--- config.mk ---
export PLATFORM = sky130hd
export DESIGN_NAME = updown_count_sync_reset
export DESIGN_NICKNAME = d
export VERILOG_FILES = /design/src/rtl/updown_count_sync_reset.sv
export SDC_FILE = /design/constraint.sdc
export NUM_CORES = 1
export LEC_CHECK = 0
export CAP_MARGIN = 5
export CORE_AREA = 5 5 42 44
export CTS_CLUSTER_DIAMETER = 100
export DETAILED_ROUTE_END_ITERATION = 10
export DIE_AREA = 0 0 47 49
export GPL_TIMING_DRIVEN = 0
export SYNTH_ARGS = -nofsm -noshare
export SYNTH_HDL_FRONTEND = slang
export SYNTH_SLANG_ARGS = --single-unit
--- constraint.sdc ---
create_clock -name clk -period 3 [get_ports clk]
set_input_delay 0.9 -clock clk [delete_from_list [all_inputs] [get_ports clk]]
set_output_delay 0.9 -clock clk [all_outputs]
set_load 0.02 [all_outputs]
--- src/rtl/updown_count_sync_reset.sv ---
// Up/down counter with bound, saturate-or-wrap, load and enable prescaler.
// Optional sticky wrap_flag with wrap_clr when UPDOWN_COUNT_WRAP_FLAG_EN is defined.
module updown_count_sync_reset #(
    parameter int unsigned      WIDTH   = 4,
    parameter logic [WIDTH-1:0] MAX_VAL = {WIDTH{1'b1}},
    parameter int unsigned      DIV     = 1
) (
    input  logic             clk,
    input  logic             reset,
    input  logic             en,
    input  logic             up,
    input  logic             sat,
    input  logic             load,
    input  logic [WIDTH-1:0] load_val,
`ifdef UPDOWN_COUNT_WRAP_FLAG_EN
    input  logic             wrap_clr,
    output logic             wrap_flag,
`endif
    output logic [WIDTH-1:0] cnt,
    output logic             tc,
    output logic             wrap
);

    logic             step_c;
    logic             step_wraps_c;
    logic [WIDTH-1:0] step_cnt_c;
    logic [WIDTH-1:0] load_clamp_c;

    // Prescaler: a count step fires on the enabled cycle that closes a DIV-cycle group.
    generate
        if (DIV > 1) begin : g_psc
            localparam int unsigned PSC_W = $clog2(DIV);
            logic [PSC_W-1:0] psc;
            logic             psc_last_c;

            assign psc_last_c = (psc == PSC_W'(DIV - 1));
            assign step_c     = en && psc_last_c;

            always_ff @(posedge clk) begin
                if (reset || load) begin
                    psc <= '0;
                end else if (en) begin
                    psc <= psc_last_c ? '0 : psc + PSC_W'(1);
                end
            end
        end else begin : g_no_psc
            assign step_c = en;
        end
    endgenerate

    // Next count for a step, and whether that step crosses the bound.
    always_comb begin
        load_clamp_c = (load_val > MAX_VAL) ? MAX_VAL : load_val;
        step_cnt_c   = cnt;
        step_wraps_c = 1'b0;
        if (up) begin
            if (cnt < MAX_VAL) begin
                step_cnt_c = cnt + WIDTH'(1);
            end else if (sat) begin
                step_cnt_c = MAX_VAL;
            end else begin
                step_cnt_c   = '0;
                step_wraps_c = 1'b1;
            end
        end else begin
            if (cnt > '0) begin
                step_cnt_c = cnt - WIDTH'(1);
            end else if (!sat) begin
                step_cnt_c   = MAX_VAL;
                step_wraps_c = 1'b1;
            end
        end
    end

    always_ff @(posedge clk) begin
        if (reset) begin
            cnt  <= '0;
            wrap <= 1'b0;
        end else if (load) begin
            cnt  <= load_clamp_c;
            wrap <= 1'b0;
        end else begin
            wrap <= step_c && step_wraps_c;
            if (step_c) begin
                cnt <= step_cnt_c;
            end
        end
    end

    assign tc = up ? (cnt == MAX_VAL) : (cnt == '0);

`ifdef UPDOWN_COUNT_WRAP_FLAG_EN
    // Sticky wrap indicator; a wrap in the same cycle beats a clear.
    always_ff @(posedge clk) begin
        if (reset) begin
            wrap_flag <= 1'b0;
        end else if (!load && step_c && step_wraps_c) begin
            wrap_flag <= 1'b1;
        end else if (wrap_clr) begin
            wrap_flag <= 1'b0;
        end
    end
`endif

endmodule

==> results of run 1 <==
==> cells by family after synthesis <==
| kind of cell | Yosys count | synth area share, % |
|---|---|---|
| muxes | 1 | 2.346 |
| DFF | 5 | 23.46 |
| adders and majority gates | 2 | 5.864 |
| buffers and inverters | 8 | 9.089 |
| and+or+nand+nor | 17 | 24.64 |
| AOI/OAI and AO/OA | 21 | 34.60 |
==> final timing paths <==
check,end,slack (ns),depth (start not counted)
hold reg to reg,cnt[0],0.67,2
setup reg to reg,cnt[1],1.10,6
hold / removal,cnt[0],0.67,2
setup / recovery,tc,0.07,4
==> report_power, final <==
| group | internal [mW] | switching, mW |
|---|---|---|
| clock network | 0.0505 | 0.0304 |
| logic | 0.0386 | 0.0380 |
| registers | 0.0714 | 0.00737 |
==> cell usage in the layout (no fill, tap or decap), types with 2 or more instances in the layout <==
master                            count
sky130_fd_sc_hd__nor3b_1              2
sky130_fd_sc_hd__a211oi_1             2
sky130_fd_sc_hd__nand2_1              3
sky130_fd_sc_hd__clkbuf_4             3
sky130_fd_sc_hd__nor2_1               2
sky130_fd_sc_hd__dfxtp_1              5
sky130_fd_sc_hd__inv_1                6
sky130_fd_sc_hd__a21o_1               2
sky130_fd_sc_hd__clkdlybuf4s50_1     12
sky130_fd_sc_hd__nand2b_1             3
sky130_fd_sc_hd__o21ai_0              2
sky130_fd_sc_hd__a21oi_1              6
sky130_fd_sc_hd__ha_1                 2
==> state kept, by name (all words and copies together), names as in the netlist <==
name  flops
wrap      1
cnt       4
==> final cells by class <==
type                            instances  area (µm²)  share of cell area (%)
Multi-Input combinational cell         41       287.8                   47.42
Tap cell                               16       20.02                   3.299
Buffer                                  2       16.27                   2.680
Inverter                                6       22.52                   3.711
Clock buffer                            4       26.28                   4.330
Sequential cell                         5       100.1                   16.49
Timing Repair Buffer                   14       133.9                   22.06
==> worst max-delay path, cell delays in order <==
cell and delay, ns:
sky130_fd_sc_hd__dlygate4sd2_1 0.31, sky130_fd_sc_hd__or4b_4 0.52, sky130_fd_sc_hd__nand2_1 0.12, sky130_fd_sc_hd__buf_2 0.18
==> stage by stage <==
step                utilization (%)  hold WS, ns  cell area, µm²  power, mW  worst slack, ns
floorplan                         -       0.6964           426.7     0.1239           0.5149
global placement              41.88       0.6601           586.8     0.1580          -0.6002
detailed placement            41.88       0.6685           586.8     0.1581          -0.6137
CTS                           43.30       0.6770           606.8     0.2392          0.06940
global route                  43.30       0.7220           606.8     0.2553          0.02199
finish                        43.30       0.6748           606.8     0.2364          0.06635
==> routing by layer <==
layer / share of wire [%] / wire length, µm
met1: 51 / 582
met2: 42 / 484
met3: 6.6 / 75
met4: 0 / 0
met5: 0 / 0
==> repair_timing <==
action                     CTS  global route
gates resized for setup      5             0
setup endpoints to repair    1             0
hold buffers                 0             0
==> summary.md, run 1 <==
| Metric | Value |
|---|---|
| First-pass GRT wire length | `between 1500 and 2000 µm` |
| Worst-path maximum fanout | `8` |
| Result of the run | `finished, final reports clean` |
| Clock tree skew after final layout | `0.007130 ns` |
| TritonCTS clock tree | `yes` |
| YS warnings | `0` |
| Die area | `2303 µm²` |
| Synth area leader | `sky130_fd_sc_hd__dfxtp_1` |
| Number of distinct library cell variants in the gate-level netlist after synthesis | `30` |
| CTS H-tree lvls | `1` |
| Synth Register Bits | `5` |
| Count of input and output buffers | `14` |
| Detailed placer's ending HPWL | `approximately 860 µm` |
| Clock period minus worst slack | `2.934 ns` |
| Die boundary width | `approximately 47 µm` |
| # IOs | `16` |
| Worst setup path startpoint | `up` |
| Final instance count without filler cells | `88` |
| Effective utilization at floorplan | `30.45%` |
| EDFF count, synth | `0` |
| Share of flip-flops with an asynchronous set or reset | `0%` |
| Cell chosen for the clock root | `sky130_fd_sc_hd__clkbuf_4` |
| Most used flip-flop cell after synthesis | `sky130_fd_sc_hd__dfxtp_1` |
| Critical path start-end classification | `input pin to output port` |
| Post-Synthesis Cell Area | `approximately 430 µm²` |
| Slew margin rel. | `79.11%` |
| Worst slew pin tran | `0.3054 ns` |
| Startpoint kind of the worst setup timing path | `input pin` |
| Worst endpoint data arrival time | `2.03 ns` |
| Busiest grt layer | `met1` |
| Post-synth top area share | `23.46%` |
| Vias in the first global route | `between 400 and 500` |
| Total global-route track usage | `10.91%` |
| Start of the worst register-to-register path | `cnt[0]` |
| Post-CTS setup repair buffer count | `0` |
| Detailed-route wire length per cell | `12.98 µm` |
| Number of pins with negative max-slew slack in the final report | `0` |
| Worst voltage drop across the vdd grid | `0.2235 mV` |
| Final weighted congestion of routability-driven global placement | `between 0.8 and 0.9` |
| Worst skew pair latency | `0.25 ns` |
| Top post-synthesis cells by area | `sky130_fd_sc_hd__dfxtp_1 23%, sky130_fd_sc_hd__a21oi_1 7.0%, sky130_fd_sc_hd__ha_1 5.9%, sky130_fd_sc_hd__inv_1 5.3%, sky130_fd_sc_hd__nand2b_1 4.4%` |
| Post-route setup TNS | `0 ns` |
| Fill cell total of the finished layout | `158` |
| Post-detailed-route DRC marker count | `0` |
| Number of max-capacitance violations reported | `0` |
| Post-detailed-route via-to-cell ratio | `5.136` |
| Maximum number of pins on one net before global-route repair | `11` |
| Number of failing hold endpoints at the final stage | `0` |
| Post-route antenna net violation count | `0` |
| Total number of nets in the final design | `85` |
| Crit path required time | `2.10 ns` |
| Leading cell types by count after synthesis | `6 x sky130_fd_sc_hd__a21oi_1, 6 x sky130_fd_sc_hd__inv_1, 5 x sky130_fd_sc_hd__dfxtp_1, 3 x sky130_fd_sc_hd__nand2_1, 3 x sky130_fd_sc_hd__nand2b_1` |
| Met3 usage in global routing | `5.535%` |
| Setup repair after global routing missed its margin | `no` |
| Total detailed-routing wirelength | `roughly 1100 µm` |
| Grt met2 use | `13.12%` |
| Mean cell area of the mapped netlist | `7.901 µm²` |
| Rows | `14` |
| Global Route met1 Usage | `16.67%` |
| Period utilization | `a little over nine tenths` |
| Signed area change from the synthesized netlist to the final layout | `42.23%` |
| Total clock buffers created by CTS | `3` |
| Hold_sp | `cnt[0]` |
| Net count after synthesis | `66` |
| Number of violations reported at the end of detailed-routing iteration 0 | `9` |
| Kind of end point of the critical path | `output port` |
| Fraction of layout instances using a drive strength above 1 | `between 10 and 15%` |
| Pre-antenna DRT Iters | `4` |
| Cell Count Post-Placement | `84` |
| Path class of the lowest-slack min-delay path | `register to register` |
| Antenna diodes | `0` |
| Cells after Synth | `54` |
| Maximum buffer depth of the clock tree | `2` |
| Overflow after GRT | `0` |
| Max Fclk | `340.9 MHz` |
| Post-synthesis sequential area ratio | `23.46%` |
| P per Cell Area | `389.6 nW/µm²` |
| Die H | `between 40 and 50 µm` |
| Area of the core region | `between 1000 and 1500 µm²` |
| Via count | `452` |
| Antenna violations before repair | `0` |
| Leakage dissipation | `about 0.25 nW` |
| Setup Viol. Count Final | `0` |
| Clock slew at reported path FFs | `0.05 ns` |
| Number of sinks handled by clock tree synthesis | `5` |
Note: power is estimated with default switching activity, not from simulation.
==> run 2, diff against run 1 <==
--- a/constraint.sdc
+++ b/constraint.sdc
@@ -3,2 +3,2 @@
 set_output_delay 0.9 -clock clk [all_outputs]
-set_load 0.02 [all_outputs]
+set_load 0.05 [all_outputs]
==> run 2 against run 1 <==
Critical path type unchanged; sequential power about the same; via count unchanged; critical endpoint unchanged; worst hold slack stayed put; setup slack worse by 0.017 ns; non-clock buffer count did not move.
==> summary.md, run 2 (synthesis gave the netlist of run 1 again) <==
| Metric | Value |
|---|---|
| Result of the run | `finished, final reports clean` |
| Antenna violations before repair | `0 (unchanged)` |
| Cell Count Post-Placement | `84 (unchanged)` |
| Register name with the most flops | `cnt` |
| Pre-CTS setup slack | `-0.8130 ns (-0.1993 ns)` |
| Final weighted congestion of routability-driven global placement | `0.8075 (unchanged)` |
| P per Cell Area | `410.0 nW/µm² (+5.3%)` |
| Die boundary width | `47 µm (unchanged)` |
| Crit path required time | `2.10 ns (about the same)` |
| Worst endpoint data arrival time | `2.05 ns (+0.02 ns)` |
| # IOs | `16 (unchanged)` |
| Instance area at placement | `586.8 µm² (unchanged)` |
| Maximum number of pins on one net before global-route repair | `11 (unchanged)` |
| Detailed route wirelength on metal3 | `75 µm (unchanged)` |
| DRT met1 WL | `579 µm (-0.52%)` |
| Clock slew at reported path FFs | `0.05 ns (about the same)` |
| Overflow after GRT | `0 (unchanged)` |
| TritonCTS clock tree | `yes` |
| Routed met2 length | `484 µm (unchanged)` |
| Worst-path maximum fanout | `8 (unchanged)` |
| Leakage dissipation | `0.2539 nW (+0.42%)` |
| Worst reg2reg setup slack | `1.10 ns (about the same)` |
| Leading cell types in the layout, fill and taps excluded | `12 x sky130_fd_sc_hd__clkdlybuf4s50_1, 6 x sky130_fd_sc_hd__inv_1, 6 x sky130_fd_sc_hd__a21oi_1` |
| Post-route setup TNS | `0 ns (unchanged)` |
| Post-route core utilization | `43.75% (+0.45 points)` |
| Post-detailed-route via-to-cell ratio | `5.136 (unchanged)` |
| Kind of end point of the critical path | `output port` |
| CP endpoint | `tc` |
| Via count | `452 (unchanged)` |
| Post-CTS setup repair buffer count | `0 (unchanged)` |
| Startpoint kind of the worst setup timing path | `input pin` |
| Number of max-capacitance violations reported | `0 (unchanged)` |
| Fraction of layout instances using a drive strength above 1 | `11.11% (unchanged)` |
| Vias in the first global route | `414 (unchanged)` |
| Post-route antenna net violation count | `0 (unchanged)` |
| Rows | `14 (unchanged)` |
| Post-detailed-route DRC marker count | `0 (unchanged)` |
| CTS H-tree lvls | `1 (unchanged)` |
| Max Fclk | `338.9 MHz (-0.58%)` |
| Worst voltage drop across the vdd grid | `0.2286 mV (+2.3%)` |
| Most common cell after layout, fill and taps aside | `sky130_fd_sc_hd__clkdlybuf4s50_1` |
| Total global-route track usage | `10.91% (unchanged)` |
| Setup repair after global routing missed its margin | `no` |
| Maximum buffer depth of the clock tree | `2 (unchanged)` |
| Detailed placer's ending HPWL | `863.5 µm (unchanged)` |
| Setup slack of the critical path after layout | `0.04915 ns (-0.01721 ns)` |
| Signed area change from the synthesized netlist to the final layout | `43.70%` |
| Area of the core region | `1401 µm² (unchanged)` |
| Slew margin rel. | `66.27% (-13 points)` |
| Worst R2R Path Depth | `6 (unchanged)` |
| Summed area of non-filler cells in the final layout | `613.1 µm² (+1.0%)` |
| Period utilization | `98.36% (+0.57 points)` |
| Top routing layer in use | `met3` |
| Worst skew pair latency | `0.25 ns (about the same)` |
| Number of failing hold endpoints at the final stage | `0 (unchanged)` |
| Final instance count without filler cells | `88 (unchanged)` |
| Antenna diodes | `0 (unchanged)` |
| Number of pins with negative max-slew slack in the final report | `0 (unchanged)` |
| Count of input and output buffers | `14 (unchanged)` |
| First-pass GRT wire length | `1883 µm (unchanged)` |
| Clock period minus worst slack | `2.951 ns (+0.01721 ns)` |
| Worst reg2reg path endpoint | `cnt[1]` |
| Worst setup path startpoint | `up` |
| Die H | `49 µm (unchanged)` |
| Setup Viol. Count Final | `0 (unchanged)` |
| Final hold slack | `0.6748 ns (unchanged)` |
| Power consumption | `251.4 µW (+6.3%)` |
| Fill cell total of the finished layout | `157 (-0.63%)` |
| Effective utilization at floorplan | `30.45% (unchanged)` |
| Max reg flops | `4 (unchanged)` |
| Number of sinks handled by clock tree synthesis | `5 (unchanged)` |
| Cell chosen for the clock root | `sky130_fd_sc_hd__clkbuf_4` |
| Pre-antenna DRT Iters | `4 (unchanged)` |
| Largest registers | `cnt x4, wrap x1` |
| Worst slew pin tran | `0.5044 ns (+0.1990 ns)` |
| Total detailed-routing wirelength | `1139 µm (-0.26%)` |
| Start of the worst register-to-register path | `cnt[0]` |
| Critical path start-end classification | `input pin to output port` |
| Clock tree skew after final layout | `0.007130 ns (unchanged)` |
| Die area | `2303 µm² (unchanged)` |
| Total clock buffers created by CTS | `3 (unchanged)` |
| Detailed-route wire length per cell | `12.94 µm (-0.26%)` |
| Total number of nets in the final design | `85 (unchanged)` |
| Path class of the lowest-slack min-delay path | `register to register` |
| Number of violations reported at the end of detailed-routing iteration 0 | `9 (unchanged)` |
## run 2: cell counts in the layout (fill, tap and decap cells not counted)
Identical to the previous run, type by type.
## run 2: how the worst min path moves through the flow
stage               startpoint  endpoint  slack [ns]  cells after the start
finish                  cnt[0]    cnt[0]        0.67                      2
global route            cnt[0]    cnt[0]        0.72                      2
CTS                     cnt[0]    cnt[0]        0.68                      2
detailed placement      cnt[0]    cnt[0]        0.67                      2
global placement        cnt[0]    cnt[0]        0.66                      2
floorplan               cnt[0]    cnt[0]        0.85                      2
## run 2: critical path: stages
cell and delay (ns):
sky130_fd_sc_hd__dlygate4sd2_1 0.31, sky130_fd_sc_hd__or4b_4 0.52, sky130_fd_sc_hd__nand2_1 0.14, sky130_fd_sc_hd__buf_6 0.18
## run 2: per-layer routing
metal | track usage [%] | vias to the layer above
met5 | 0 | -
met4 | 2.765 | 0
met3 | 5.535 | 0
met2 | 13.12 | 11
met1 | 16.67 | 201
li1 | - | 240
## run 2: final cells by class
class / count / area, µm² / area share, %
well taps: 16 / 20.02 / 3.265
plain buffers: 2 / 16.27 / 2.653
repair buffers: 14 / 140.1 / 22.86
flip-flops and latches: 5 / 100.1 / 16.33
inverters: 6 / 22.52 / 3.673
clock buffers: 4 / 26.28 / 4.286
multi-input cells: 41 / 287.8 / 46.94
## run 2: what timing repair did
action | in CTS | in global routing
hold buffers | 0 | 0
resized for setup | 7 | 1
endpoints found under the setup margin | 1 | 1
## run 2: where the power goes
part           leakage [nW]  switching, mW  total, mW  internal (mW)
Clock                0.0150         0.0304     0.0809         0.0505
Sequential           0.0414        0.00736     0.0788         0.0714
Combinational         0.198         0.0517     0.0917         0.0400
==> RTL edit 1: new RTL, config.mk and constraints of run 2 <==
Set the parameter `WIDTH` to 6 (it was 4).
--- a/src/rtl/updown_count_sync_reset.sv
+++ b/src/rtl/updown_count_sync_reset.sv
@@ -3,3 +3,3 @@
 module updown_count_sync_reset #(
-    parameter int unsigned      WIDTH   = 4,
+    parameter int unsigned      WIDTH   = 6,
     parameter logic [WIDTH-1:0] MAX_VAL = {WIDTH{1'b1}},
Ports: changed (resized cnt and load_val); port bits go from 16 to 20. No check against the original RTL was run, so the function may have changed too.
==> RTL edit 1 against run 2 <==
Sequential cell count grew 2. Cell count grew 63%. Worst setup slack lost 6.0 ps. Count of clock-buffer cells in the layout is the same. Area after synthesis grew 82%. First-iteration DRC count grew to 3.7 times the old value. Register-to-register slack lost 20 ps. Fmax shrank 0.20%. Routed wire length grew 98%. Cell area grew 64%. Critical path depth grew 1. Power grew 50%.
==> RTL edit 1: results (changes against run 2) <==
| Metric | Value |
|---|---|
| Status | complete, no violations |
| Finished Layout Cells | 143 (+63%) |
| GRT Overall Usage | 0.1966 (+0.08754) |
| Hold path start | cnt[4] |
| Met1 GRT Util | 0.2599 (+0.09325) |
| Share of the yosys chip area belonging to registers | 0.1806 (-0.05396) |
| Register-to-Register Path Depth | 8 (+2) |
| DP HPWL | 1741 um (+100%) |
| Post-Place Setup Slack | -582.7 ps (+230.3 ps) |
| Wire length on met1 | 882 um (+52%) |
| Netlist cell types | 40 (+33%) |
| Fmax | 338.2 MHz (-0.20%) |
| Internal power | 0.0002247 W (+39%) |
| Syn nets | 120 (+82%) |
| Leakage | 0.3910 nW (+54%) |
| Detailed Route Iter0 Violations | 33 (+24) |
| Power Clock | 0.0000843 W (+4.2%) |
| FILL cells | 122 (-22%) |
| Top Registers | cnt (6), wrap (1) |
| Crit-path max FO | 5 (-3) |
| Clk_skew | 3.966 ps (-3.164 ps) |
| Gate power share | 0.486 (+0.121) |
| Met3 WL | 219 um (+190%) |
| Synth top area cells | dfxtp_1 (18%), a221oi_2 (5.8%), ha_1 (4.8%), nand2_1 (4.8%), a21oi_1 (4.5%) |
| Pin count of the biggest net entering global routing | 11 (unchanged) |
| Synth async-reset ratio | 0 (unchanged) |
| Clock Power Share | 0.224 (-0.098) |
| Max_slew headroom | 0.6678 (+0.005121) |
| Top sig layer | met4 |
| GR Layer Usage met2 | 0.2919 (+0.1606) |
| Hold EP | cnt[4] |
| DR vias | 930 (+110%) |
| Share of layout cells above drive strength 1 | 0.1890 (+0.07787) |
| Hold Crit Depth | 3 (+1) |
| FF-to-FF setup slack | 1080 ps (-20 ps) |
| Avg WL per Cell | 15.80 um (+22%) |
| Top cells by count, synth | nand2_1 (10), inv_1 (9), a21oi_1 (7), dfxtp_1 (7), nor2_1 (7) |
| WL met2 | 1085 um (+120%) |
| GR Util met3 | 0.05166 (-0.003690) |
| Mapped Cells | 105 (+94%) |
| Vias in the first global route | 787 (+90%) |
| Global-route wire length before repair | 3394 um (+80%) |
| IO Port Bufs | 18 (+4) |
| Antenna diode count | 0 (unchanged) |
## RTL edit 1: cell families after synthesis
logic type,share of synthesized area
adder cells (fa/ha/maj),0.04839
multiplexers,0.01290
flip-flops,0.1806
buffers and inverters,0.1064
AND/OR/NAND/NOR,0.2984
AO/OA/AOI/OAI,0.3532
## RTL edit 1: layout make-up
class	instances	area share
tap	16	0.01985
multi-input combinational	82	0.5521
inverter	9	0.03350
buffer	7	0.04963
timing repair buffer	18	0.1799
clock buffer	4	0.02605
sequential	7	0.1390
## RTL edit 1: per-stage QoR
stage / instance area (sq um) / hold WS, ps
finish: 1008 / 664.0
global route: 1008 / 714.4
CTS: 1001 / 664.6
detailed placement: 975.9 / 657.9
global placement: 975.9 / 658.9
floorplan: 775.7 / 862.1
## RTL edit 1: worst max-delay path: stages
cell	delay, ps
clkdlybuf4s50_1	540
and3_1	200
nand2b_1	120
o21ai_2	110
buf_6	180
==> RTL edit 2: new RTL, settings of run 2 <==
Without the edit above. Register the output `cnt` once more, cleared by the reset; this adds one clock of latency there. The other outputs are not delayed to match.
--- a/src/rtl/updown_count_sync_reset.sv
+++ b/src/rtl/updown_count_sync_reset.sv
@@ -22,2 +22,4 @@
 );
+
+    logic [WIDTH-1:0] cnt_s0;
 
@@ -53,7 +55,7 @@
         load_clamp_c = (load_val > MAX_VAL) ? MAX_VAL : load_val;
-        step_cnt_c   = cnt;
+        step_cnt_c   = cnt_s0;
         step_wraps_c = 1'b0;
         if (up) begin
-            if (cnt < MAX_VAL) begin
-                step_cnt_c = cnt + WIDTH'(1);
+            if (cnt_s0 < MAX_VAL) begin
+                step_cnt_c = cnt_s0 + WIDTH'(1);
             end else if (sat) begin
@@ -65,4 +67,4 @@
         end else begin
-            if (cnt > '0) begin
-                step_cnt_c = cnt - WIDTH'(1);
+            if (cnt_s0 > '0) begin
+                step_cnt_c = cnt_s0 - WIDTH'(1);
             end else if (!sat) begin
@@ -76,6 +78,6 @@
         if (reset) begin
-            cnt  <= '0;
+            cnt_s0 <= '0;
             wrap <= 1'b0;
         end else if (load) begin
-            cnt  <= load_clamp_c;
+            cnt_s0 <= load_clamp_c;
             wrap <= 1'b0;
@@ -84,3 +86,3 @@
             if (step_c) begin
-                cnt <= step_cnt_c;
+                cnt_s0 <= step_cnt_c;
             end
@@ -89,3 +91,3 @@
 
-    assign tc = up ? (cnt == MAX_VAL) : (cnt == '0);
+    assign tc = up ? (cnt_s0 == MAX_VAL) : (cnt_s0 == '0);
 
@@ -104,2 +106,10 @@
 
+    always_ff @(posedge clk) begin
+        if (reset) begin
+            cnt <= '0;
+        end else begin
+            cnt <= cnt_s0;
+        end
+    end
+
 endmodule
Check against the original RTL: not equivalent (a bounded check fails within 4 cycles, from zero or initial values and one cycle with reset high).
==> RTL edit 2 against run 2 <==
Register-to-register slack worse by 20 ps. Area after synthesis up 25%. Power up 26%. Fmax up 0.78%. Worst setup slack better by 23 ps. Sequential cell count up 4. Worst hold slack worse by 98 ps. Cell area up 13%. Critical path depth unchanged. Synthesized cell count up 22%. Routed wire length up 6.7%.
==> RTL edit 2: results (changes against run 2) <==
| Metric | Value |
|---|---|
| Status | complete, no violations |
| IO Port Bufs | 12 (-2) |
| CP max stage cell | or4b_1 |
| Via/cell ratio | 5.398 (+5.1%) |
| Max_slew headroom | 0.6706 (+0.007944) |
| Final worst path period share | 0.9760 (-0.007637) |
| Leakage | 0.2817 nW (+11%) |
| Antenna diode count | 0 (unchanged) |
| Clk Latency, worst-skew pair | 270 ps (+20 ps) |
| Crit-path max cell delay | 570 ps (+50 ps) |
| Vias in the first global route | 463 (+12%) |
| DP HPWL | 869.5 um (+0.69%) |
| Area fraction in compound gates after synthesis | 0.3153 (-0.03075) |
| Top cells by count, synth | dfxtp_1 (9), inv_1 (7), a21oi_1 (6), nor2_1 (6), clkbuf_1 (4) |
| Crit-path max FO | 10 (+2) |
| Share of the yosys chip area belonging to registers | 0.3388 (+0.1042) |
| Final GP Congestion | 0.7823 (-3.1%) |
| Post-synth top flop | dfxtp_1 |
| Type of the tightest min-delay check | register to register |
| Synth top area cells | dfxtp_1 (34%), a21oi_1 (5.6%), inv_1 (4.9%), ha_1 (4.7%), nor2_1 (4.2%) |
| Max rail drop VDD | 187.1 uV (-18%) |
| Post-Place Setup Slack | -457.4 ps (+355.6 ps) |
| Clock transition at path regs | about 60 ps |
| Clk_skew | 11.32 ps (+4.193 ps) |
| FILL cells | 146 (-7.0%) |
| # resized after CTS | 5 (-2) |
| GRT Overall Usage | 0.1146 (+0.005549) |
| Multiplexer share of the synthesized area | 0 (-0.02346) |
| Share of layout cells above drive strength 1 | 0.1098 (-0.001355) |
| Detailed Route Iter0 Violations | 7 (-2) |
| DRT Wirelength | 1215 um (+6.7%) |
| Global-route wire length before repair | 1932 um (+2.6%) |
| Arr. time, crit path | 2030 ps (-20 ps) |
| Initial antenna violation count | 0 (unchanged) |
| Adder-Cell Fraction of Synth Area | 0.04706 (-0.01159) |
| Final #Nets | 95 (+12%) |
| Netlist cell types | 31 (+3.3%) |
| Syn nets | 78 (+18%) |
| Top Registers | cnt (4), cnt_s0 (4), wrap (1) |
==> RTL edit 2: changes by cell type in the layout (fill, tap and decap cells not counted), sizes merged, moves of 2 or more <==
cell,change
nand2b,-3
nor2,+4
nor2b,+3
a21o,-2
o31ai,+2
inv,+2
nor3,+2
a31o,+2
dfxtp,+4
clkbuf,+3
==> RTL edit 2: power by group <==
part	leakage [nW]	switching (W)	internal, W
Sequential	0.0741	0.00000594	0.000127
Combinational	0.193	0.0000507	0.0000363
Clock	0.0150	0.0000461	0.0000513
==> RTL edit 2: path summary, 6_finish.rpt <==
path	from	end	slack, ps
setup reg to reg	cnt_s0[0]	cnt_s0[0]	1080
setup / recovery	up	tc	70
hold / removal	cnt_s0[2]	cnt[2]	580
hold reg to reg	cnt_s0[2]	cnt[2]	580
==> RTL edit 2: stage by stage <==
| stage | std cells | area (sq um) |
|---|---|---|
| 4_1_cts | 98 | 693.2 |
| 5_1_grt | 98 | 693.2 |
| 3_5_place_dp | 94 | 671.9 |
| 3_3_place_gp | 94 | 671.9 |
| 2_1_floorplan | 66 | 531.8 |
| 6_report | 98 | 693.2 |
==> RTL edit 2: cells by family after synthesis <==
logic type	after synthesis
flip-flops	9
buffers and inverters	12
AO/OA/AOI/OAI	22
AND/OR/NAND/NOR	21
adder cells (fa/ha/maj)	2
==> RTL edit 2: cell type report <==
class | instances | area share
buffer | 4 | 0.02166
clock buffer | 4 | 0.03791
inverter | 8 | 0.04332
multi-input combinational | 45 | 0.4422
sequential | 9 | 0.2599
tap | 16 | 0.02888
timing repair buffer | 12 | 0.1661
==> RTL edit 2: layer usage <==
| layer | global-route usage | vias up | part of all wire |
|---|---|---|---|
| met5 | 0 | - | 0 |
| met4 | 0.08295 | 0 | 0.031 |
| met3 | 0.01107 | 4 | 0.049 |
| met2 | 0.1652 | 19 | 0.42 |
| met1 | 0.1510 | 234 | 0.49 |
| li1 | - | 272 | - |
==> RTL edit 2: worst register-to-register path, stage by stage (launching register included) <==
cell     delay [ps]
dfxtp_1         360
inv_1           140
ha_1            200
or4b_1          510
o21ai_2         280
nor3_1           90
o31a_1          230
